==> config.mk <==
export PLATFORM = sky130hd
export DESIGN_NAME = result_monitor
export DESIGN_NICKNAME = d
export VERILOG_FILES = /design/src/rtl/result_monitor.sv
export SDC_FILE = /design/constraint.sdc
export NUM_CORES = 2
export LEC_CHECK = 0
export ABC_AREA = 1
export CAP_MARGIN = 20
export CORE_ASPECT_RATIO = 0.5
export CORE_MARGIN = 3
export CORE_UTILIZATION = 55
export CTS_BUF_LIST = sky130_fd_sc_hd__clkbuf_2 sky130_fd_sc_hd__clkbuf_4 sky130_fd_sc_hd__clkbuf_8
export CTS_CLUSTER_DIAMETER = 30
export CTS_CLUSTER_SIZE = 20
export DETAILED_ROUTE_END_ITERATION = 7
export GPL_TIMING_DRIVEN = 0
export PLACE_DENSITY_LB_ADDON = 0.05
export REMOVE_ABC_BUFFERS = 1
export SLEW_MARGIN = 15
export SYNTH_ARGS = -nofsm -noshare
export SYNTH_HDL_FRONTEND = slang
export SYNTH_SLANG_ARGS = --single-unit
==> constraint.sdc <==
create_clock -name clk_dut -period 5.4 [get_ports clk_dut]
set_input_delay 0.54 -clock clk_dut [delete_from_list [all_inputs] [get_ports clk_dut]]
set_output_delay 0.54 -clock clk_dut [all_outputs]
set_load 0.03 [all_outputs]
==> src/rtl/result_monitor.sv <==
// result_monitor: receiving end of the operand driver.
// Delays the driver's operand copy so that it lines up with the DUT output.
// Recomputes the expected result, compares it every cycle, counts checks and
// errors, and captures the first mismatch. The run result is reported as
// pass/fail.
//
// Ports:
//   clk_dut        sole clock
//   reset          synchronous, active-high
//   i_delayed_a/b  operands from the driver, already OPERAND_LAG cycles late
//   i_dut_out      DUT result
//   i_dut_delay    measured DUT latency (32'hFFFF = not yet measured)
//   o_busy         FILL or CHECK in progress
//   o_pass/o_fail  run outcome (o_fail also on range error)
//   o_range_err    measured delay cannot be aligned with the available taps
//   o_tap          latched alignment tap
//   o_check_count  comparisons performed
//   o_error_count  mismatches, saturating
//   o_first_err_*  operands, DUT result and expected value of the first mismatch
//
// Optional feature macro: RESULT_MONITOR_STOP_ON_ERR_EN
//   Defined  : the first mismatch ends the run immediately (DONE).
//   Undefined: the run always performs NUM_CHECKS comparisons.
//
// Parameter limits: WIDTH must be 32; MAX_TAP must be between 1 and 255.

module result_monitor #(
  parameter int WIDTH       = 32,
  parameter int OP          = 0,
  parameter int OPERAND_LAG = 2,
  parameter int MAX_TAP     = 15,
  parameter int NUM_CHECKS  = 1024
) (
  input  logic             clk_dut,
  input  logic             reset,
  input  logic [WIDTH-1:0] i_delayed_a,
  input  logic [WIDTH-1:0] i_delayed_b,
  input  logic [WIDTH-1:0] i_dut_out,
  input  logic [31:0]      i_dut_delay,
  output logic             o_busy,
  output logic             o_pass,
  output logic             o_fail,
  output logic             o_range_err,
  output logic [7:0]       o_tap,
  output logic [31:0]      o_check_count,
  output logic [15:0]      o_error_count,
  output logic [WIDTH-1:0] o_first_err_a,
  output logic [WIDTH-1:0] o_first_err_b,
  output logic [WIDTH-1:0] o_first_err_got,
  output logic [WIDTH-1:0] o_first_err_exp
);

  typedef enum logic [2:0] {S_IDLE, S_FILL, S_CHECK, S_DONE, S_RANGE} state_t;

  localparam logic [31:0] NOT_MEAS = 32'h0000_FFFF;
  localparam logic [31:0] LAG32    = 32'(OPERAND_LAG);
  localparam logic [31:0] MAXT32   = 32'(MAX_TAP);
  localparam logic [31:0] LAST_CHK = 32'(NUM_CHECKS - 1);

  state_t                           r_state, w_state_nxt;
  logic [MAX_TAP-1:0][WIDTH-1:0]    r_dly_a, r_dly_b;
  logic [7:0]                       r_tap, r_fill;
  logic [31:0]                      r_check_count;
  logic [15:0]                      r_error_count, w_err_nxt;
  logic [WIDTH-1:0]                 r_fe_a, r_fe_b, r_fe_got, r_fe_exp;
  logic                             r_busy, r_pass, r_fail, r_range_err;
  logic [WIDTH-1:0]                 w_a_tap, w_b_tap, w_exp;
  logic [31:0]                      w_k;
  logic                             w_range_bad, w_mismatch;

  assign w_k         = i_dut_delay - LAG32;
  assign w_range_bad = (i_dut_delay < LAG32) || (w_k > MAXT32);

  // Tap 0 is the live input; tap k selects the k-th register of the line.
  always_comb begin
    w_a_tap = i_delayed_a;
    w_b_tap = i_delayed_b;
    for (int i = 0; i < MAX_TAP; i++) begin
      if (r_tap == 8'(i + 1)) begin
        w_a_tap = r_dly_a[i];
        w_b_tap = r_dly_b[i];
      end
    end
  end

  // Reference result, wrapping modulo 2^WIDTH.
  always_comb begin
    if (OP == 1)      w_exp = w_a_tap - w_b_tap;
    else if (OP == 2) w_exp = w_a_tap * w_b_tap;
    else              w_exp = w_a_tap + w_b_tap;
  end

  assign w_mismatch = (i_dut_out != w_exp);

  always_comb begin
    w_state_nxt = r_state;
    w_err_nxt   = r_error_count;
    case (r_state)
      S_IDLE: begin
        if (i_dut_delay != NOT_MEAS)
          w_state_nxt = w_range_bad ? S_RANGE : S_FILL;
      end
      S_FILL: begin
        if (r_fill == 8'(MAX_TAP)) w_state_nxt = S_CHECK;
      end
      S_CHECK: begin
        if (w_mismatch && (r_error_count != 16'hFFFF))
          w_err_nxt = r_error_count + 16'd1;
        if (r_check_count == LAST_CHK) w_state_nxt = S_DONE;
`ifdef RESULT_MONITOR_STOP_ON_ERR_EN
        if (w_mismatch) w_state_nxt = S_DONE;
`else
`endif
      end
      default: ;
    endcase
  end

  always_ff @(posedge clk_dut) begin
    if (reset) r_state <= S_IDLE;
    else       r_state <= w_state_nxt;
  end

  // Alignment lines shift in every state; only reset clears them.
  always_ff @(posedge clk_dut) begin
    if (reset) begin
      r_dly_a <= '0;
      r_dly_b <= '0;
    end else begin
      r_dly_a[0] <= i_delayed_a;
      r_dly_b[0] <= i_delayed_b;
      for (int i = 1; i < MAX_TAP; i++) begin
        r_dly_a[i] <= r_dly_a[i-1];
        r_dly_b[i] <= r_dly_b[i-1];
      end
    end
  end

  always_ff @(posedge clk_dut) begin
    if (reset) begin
      r_tap         <= '0;
      r_fill        <= '0;
      r_check_count <= '0;
      r_error_count <= '0;
      r_fe_a        <= '0;
      r_fe_b        <= '0;
      r_fe_got      <= '0;
      r_fe_exp      <= '0;
    end else begin
      case (r_state)
        S_IDLE: begin
          r_fill <= '0;
          if (w_state_nxt == S_FILL) r_tap <= w_k[7:0];
        end
        S_FILL: r_fill <= r_fill + 8'd1;
        S_CHECK: begin
          r_check_count <= r_check_count + 32'd1;
          r_error_count <= w_err_nxt;
          // A zero error count marks this as the first mismatch.
          if (w_mismatch && (r_error_count == 16'd0)) begin
            r_fe_a   <= w_a_tap;
            r_fe_b   <= w_b_tap;
            r_fe_got <= i_dut_out;
            r_fe_exp <= w_exp;
          end
        end
        default: ;
      endcase
    end
  end

  // Status flags are registered from the next state, so they change on the
  // same edge as the state itself and never follow inputs combinationally.
  always_ff @(posedge clk_dut) begin
    if (reset) begin
      r_busy      <= 1'b0;
      r_pass      <= 1'b0;
      r_fail      <= 1'b0;
      r_range_err <= 1'b0;
    end else begin
      r_busy      <= (w_state_nxt == S_FILL) || (w_state_nxt == S_CHECK);
      r_pass      <= (w_state_nxt == S_DONE) && (w_err_nxt == 16'd0);
      r_fail      <= ((w_state_nxt == S_DONE) && (w_err_nxt != 16'd0)) ||
                     (w_state_nxt == S_RANGE);
      r_range_err <= (w_state_nxt == S_RANGE);
    end
  end

  assign o_busy          = r_busy;
  assign o_pass          = r_pass;
  assign o_fail          = r_fail;
  assign o_range_err     = r_range_err;
  assign o_tap           = r_tap;
  assign o_check_count   = r_check_count;
  assign o_error_count   = r_error_count;
  assign o_first_err_a   = r_fe_a;
  assign o_first_err_b   = r_fe_b;
  assign o_first_err_got = r_fe_got;
  assign o_first_err_exp = r_fe_exp;

endmodule

# Yosys cells after proc, flatten, opt, wreduce, memory -nomap -nowiden
# Cells that the tools add are included.
[op_classes]
order_cmp = 2
mux = 38
n_reduce_logical = 14
addsub = 5
n_eq_ne = 26
[ops]
columns = ["cell", "count"]
rows = [
  ["32-bit 2-to-1 mux", 30],
  ["8-bit by 4-bit == test with 1-bit output, second input constant", 9],
  ["32-bit by 1-bit adder with 32-bit output, second input constant", 1],
  ["32-bit adder", 1],
  ["32-bit by 10-bit == test with 1-bit output, second input constant", 1],
  ["8-bit by 3-bit == test with 1-bit output, second input constant", 4],
  ["32-bit by 4-bit greater-than comparator with 1-bit output, second input constant", 1],
  ["16-bit logical NOT", 2],
  ["32-bit by 2-bit < comparator with 1-bit output, second input constant", 1],
  ["16-bit 2-to-1 mux", 2],
  ["32-bit by 16-bit != test with 1-bit output, second input constant", 1],
  ["32-bit != test", 1],
  ["32-bit by 2-bit subtractor with 32-bit output, second input constant", 1],
  ["16-bit by 1-bit adder with 16-bit output, second input constant", 1],
  ["8-bit by 2-bit == test with 1-bit output, second input constant", 2],
  ["16-bit != test, second input constant", 1],
  ["8-bit one-hot mux with 2 select lines", 1],
  ["16-bit nonzero test", 1],
  ["3-bit 2-to-1 mux", 4],
  ["3-bit by 2-bit == test with 1-bit output, second input constant", 3],
  ["3-bit one-hot mux with 3 select lines", 1],
  ["8-bit by 1-bit adder with 8-bit output, second input constant", 1],
  ["8-bit by 1-bit == test with 1-bit output, second input constant", 1],
  ["3-bit by 1-bit == test with 1-bit output, second input constant", 2],
  ["6 further kinds", 12],
]
[word_totals]
inputBits = 130
register_bits = 1159
output_inout_bits = 188
wordCells = 128

# Longest topological paths before layout
[logic_depth]
word_depth = 24
mapped_depth = 55
mapped_depth_nobuf = 54

# Worst setup path after synthesis
# Ideal clock, no wire load.
[synth_timing]
kind = "register to register"
start = "register r_tap[0], in the netlist o_tap[0]"
end = "register r_fail, in the netlist o_fail"
period_less_slack_ns = 6.077
n_path_buf = 2
t_required_ns = 5.287
stages_incl_launch_ff = 46
setup_time_ns = 0.113
arrival_ns = 5.964
setup_slack_ns = -0.677
path_cell_list = "dfxtp_1 -> nand2_1 -> nor3_4 -> inv_2 -> clkbuf_1 -> o22ai_1 -> a21oi_1 -> o21ai_0 -> o21ai_0 -> o221ai_1 -> o21ai_0 -> o211ai_1 -> o211ai_1 -> o21ai_0 -> nand2_1 -> o211ai_1 -> nand3_1 -> a31oi_1 -> [10 not listed] -> a21boi_2 -> or2_1 -> nand2_1 -> o21ai_0 -> nor2_1 -> nand3_1 -> nor2_1 -> nand4_1 -> nor2_1 -> nand3_2 -> buf_6 -> nand4_1 -> xor2_1 -> nand3_1 -> nor2_1 -> nand2_1 -> nand2_1 -> nand2_1"
[synth_via]
elab_chain_len = 24
elab_cells_between_ends = 53
cone_classes = "add/sub (1); eq/ne (16); mux (32); reduce/logical (4)"
[synth_lines]
columns = ["element", "line_no", "text"]
rows = [
  ["start, declared", "62", "logic [7:0] r_tap, r_fill;"],
  ["start signal, assigned", "153", "if (w_state_nxt == S_FILL) r_tap <= w_k[7:0];"],
  ["8-bit by 1-bit == test with 1-bit output", "79", "if (r_tap == 8'(i + 1)) begin"],
  ["32-bit 2-to-1 mux (14 in a row)", "79", ""],
  ["32-bit 2-to-1 mux *", "79", ""],
  ["named net w_b_tap[0]", "67", "logic [WIDTH-1:0] w_a_tap, w_b_tap, w_exp;"],
  ["32-bit adder *", "90", "else w_exp = w_a_tap + w_b_tap;"],
  ["32-bit != test *", "93", "assign w_mismatch = (i_dut_out != w_exp);"],
  ["1-bit logical AND *", "107", "if (w_mismatch && (r_error_count != 16'hFFFF))"],
  ["16-bit 2-to-1 mux *", "107", ""],
  ["16-bit 2-to-1 mux *", "98", "case (r_state)"],
  ["16-bit nonzero test *", "183", "r_fail <= ((w_state_nxt == S_DONE) && (w_err_nxt != 16'd0)) ||"],
  ["1-bit logical AND *", "183", ""],
  ["1-bit logical OR *", "183", ""],
  ["end signal, assigned", "183", ""],
  ["end, declared", "66", "logic r_busy, r_pass, r_fail, r_range_err;"],
]
# Mark *: on every way through the listed nets, which the timed path passes. The rest lies on a longest branch.
# A chain may end at the register's enable or synchronous reset.

# Worst setup path in the final report
[layout_timing]
start = "register r_tap[1], in the netlist o_tap[1]"
end = "register r_fe_a[1], in the netlist o_first_err_a[1]"
[layout_via]
elab_chain_len = 20
elab_cells_between_ends = 49
cone_classes = "add/sub (1); eq/ne (16); mux (30); reduce/logical (2)"
[layout_lines]
columns = ["element", "line_no", "text"]
rows = [
  ["8-bit by 1-bit == test with 1-bit output", "79", ""],
  ["32-bit 2-to-1 mux (14 in a row)", "79", ""],
  ["32-bit 2-to-1 mux *", "79", ""],
  ["named net w_a_tap[22]", "67", ""],
  ["32-bit adder *", "90", ""],
  ["32-bit != test *", "93", ""],
  ["1-bit logical AND *", "160", "if (w_mismatch && (r_error_count == 16'd0)) begin"],
  ["2-bit AND reduction (no source line) *", "n/a", ""],
  ["end signal, assigned", "161", "r_fe_a <= w_a_tap;"],
  ["end, declared", "65", "logic [WIDTH-1:0] r_fe_a, r_fe_b, r_fe_got, r_fe_exp;"],
]
# Marks and branches as above.

==> run summary <==
Run status -> complete, but fails checks
Failing checks -> DRC, setup timing
Post-route setup slack -> -1.966 ns
Min Tclk post-route -> 7.366 ns
Clk buf depth -> 3
DRC viols -> 1
Ys async rst share -> 0%
RSZ-0062 raised after global routing -> yes
Height of the die -> 210.8 microns
Largest cells by area after synthesis -> dfxtp_1 (50%), nor2_1 (11%), inv_1 (10%), o21ai_0 (5.8%), nand2_1 (4.1%)
Least-Margin Pin Slew -> 0.8642 ns
Clock power frac -> 41.7%
Commonest non-fill, non-tap cell in the layout -> nor2_1
Post-route ant nets -> 0
Synth warnings -> 0
Post-Layout Cell Count -> 7781
DR vias/cell -> 5.221
CTS root buf -> clkbuf_8
Routed wire length -> 144500 microns
Std cell rows -> 74
PwrDens -> 292.5 nW/um^2
Filler instances -> 6729
CTS tree -> done
CTS clk-pin slew, worst paths -> 0.09 ns
Max-slew violations -> 0
EDFF count, synth -> 0
Sequential power share -> 51.1%
Worst Path Required -> 6.11 ns
Psw -> 4.386 mW
Synth Flop Type -> dfxtp_1
Largest net degree at the start of global routing -> 139
Routability Congestion -> 0.8711
Pwr Total -> 16.91 mW
Sw Ratio -> 25.93%
Max stage delay on crit path -> 0.49 ns
Reg2Reg Depth -> 40
Initial antenna violation count -> 0
Crit Path Class -> reg2reg
Placed insts -> 7358
Met3 usage -> 6.167%
Clock sink count -> 1159
Final hold viol count -> 0
Area leader, netlist -> dfxtp_1
Met1 GRT Util -> 47.94%
Vias in the first global route -> 36377
GR peak layer -> met1
M2 GR Usage -> 46.27%
Max frequency -> 0.1358 GHz
Sequential area share after synthesis -> 50.27%
Final clock skew -> 0.06127 ns
Drt initial violations -> 4216
Worst hold path type -> in2reg
Pre-Repair DR Iteration Count -> 8
Vias -> 40623
Overflow after GRT -> 0
Clock latency on the worst-skew pair -> 0.84 ns
Post-synth top area share -> 50.27%
Critical Path Sink Type -> register
Antenna Cells -> 0
Crit Path Max Fanout -> 17
Critical path arrival -> 8.08 ns
GRT Overall Usage -> 31.87%
Max-cap violations -> 0
Post-synthesis cell type count -> 58
Setup violations, final -> 146
Most frequent cells in the layout -> nor2_1 (1320), inv_1 (1244), dfxtp_1 (1151)
Hold bufs inserted after CTS -> 0
Maximum VDD drop -> 0.2352 mV
WHS Endpoint -> o_error_count[3]
Tcrit/Tclk final -> 136.4%
Internal power -> 12.53 mW
Syn Inst Count -> 6228
Die area -> 87640 sq um
R2r setup slk -> -1.97 ns
Worst slew margin -> 41.78%
FF-to-FF End -> o_first_err_a[1]
Launch point of the worst reg-to-reg path -> o_tap[1]
First-pass GRT wire length -> 218100 microns
Combinational share of power -> 7.2%
CP Launch Type -> register
DIE WIDTH -> 415.7 microns
Num CTS Buffers -> 137
Share of layout cells above drive strength 1 -> 13.37%
Initial Util -> 56.01%
Slowest cell on the critical path -> a21oi_1
Min-delay src -> reset
DR WL/cell -> 18.57 microns
Post-DP HPWL -> 88110 microns
Area Growth Syn to Fin -> 25.29%
Port-buffer cells -> 317
Mapped Avg Cell Area -> 7.411 sq um
Worst hold stages -> 2
Final Util -> 70.18%
Post-Route Setup TNS -> -272.31 ns
Core area -> 82400 sq um
H-tree Lvls -> 4
Syn Std Cell Area -> 46160 sq um
#FFs+latches synth -> 1159
IO Count -> 318
Static leakage -> 22.72 nW
Layout Nets -> 6732
## power groups by stage
stage	Clock, mW	Sequential (mW)	Combinational, mW
final	7.05	8.64	1.22
after global routing	7.53	8.65	1.32
after CTS	7.15	8.64	1.11
after detailed placement	0	8.84	1.02
after global placement	0	8.85	1.02
after floorplan	0	8.84	0.538
## layer usage
metal | up-vias | routed length (microns)
met2 | 1585 | 60170
met3 | 231 | 12480
met5 | - | 0
met1 | 18641 | 68360
li1 | 20166 | -
met4 | 0 | 3518
## worst max-delay path by stage
stage,start,endpoint,slack [ns],cells past startpoint
2_1_floorplan,o_tap[5],o_first_err_exp[16],-4.63,44
3_3_place_gp,reset,o_tap[3],-48.25,4
3_5_place_dp,o_tap[7],o_first_err_b[11],-5.06,44
4_1_cts,o_tap[1],o_fail,-1.92,51
5_1_grt,o_tap[2],o_fail,-2.32,48
6_report,o_tap[1],o_first_err_a[1],-1.97,40
## critical path: cells and delay by family, from the launching register on
kind / cells / cell delay [ns]
buf+inv: 14 / 2.12
simple gates: 10 / 1.31
compound gates: 13 / 2.50
fa+ha+maj: 1 / 0.40
flops: 1 / 0.44
xor+xnor: 2 / 0.41
## synth_stat cells (5+ instances only)
master and n:
buf_1 17, nand2_1 510, o31ai_1 5, a21oi_1 285, nand4_1 32, o21ai_0 534
or2_2 8, xnor2_1 11, inv_1 1266, buf_2 15, nor2_1 1358, clkbuf_1 304
xor2_1 26, o21ai_1 5, a221oi_1 14, nand3_1 93, nor3_1 30, inv_2 11
a211oi_2 16, a311oi_1 27, dfxtp_1 1159, o211ai_1 186, o21bai_1 6, a31oi_1 32
a22oi_1 20, ha_1 36, a21o_1 8, o21a_1 5, nor4_1 23, o22ai_1 70
o221ai_1 59, a211oi_1 5
## cells by family after synthesis
group | count (synthesis) | share of synthesized area, %
flops | 1159 | 50.27
compound gates | 1292 | 16.76
fa+ha+maj | 37 | 1.019
buf+inv | 1623 | 13.32
simple gates | 2076 | 17.74
xor+xnor | 41 | 0.8973
## layout make-up
type                       count  area, sq um  area share (%)
sequential                  1159        23220           40.15
timing repair inverter         9        111.4          0.1926
tap                         1102         1379           2.384
clock inverter                94         1042           1.802
timing repair buffer         525         6141           10.62
clock buffer                 159         2151           3.719
inverter                    1282         4950           8.559
multi-input combinational   3451        18830           32.57
## timing repair
action                     in CTS  in global routing
pin swaps                     107                 85
cloned                         32                  4
hold endpoints to repair        0                  0
resized for setup             423                230
setup endpoints to repair     146                146
buffers inserted               99                 35
## state kept, by name, summed over array words and instances (netlist names), 16 cells and up
name             count
o_error_count       16
o_first_err_a       32
o_first_err_b       32
o_first_err_exp     32
r_dly_a            480
o_check_count       32
o_first_err_got     32
r_dly_b            480
## metrics by stage
| stage | instance area (sq um) | setup WS (ns) | hold WS (ns) |
|---|---|---|---|
| floorplan | 44820 | -4.628 | 0.3999 |
| global placement | 49370 | -48.25 | 0.4006 |
| detailed placement | 50530 | -5.057 | 0.4060 |
| CTS | 56630 | -1.924 | 0.1720 |
| global route | 57830 | -2.319 | 0.1887 |
| finish | 57830 | -1.966 | 0.2279 |
Note: power is estimated with default switching activity, not from simulation.
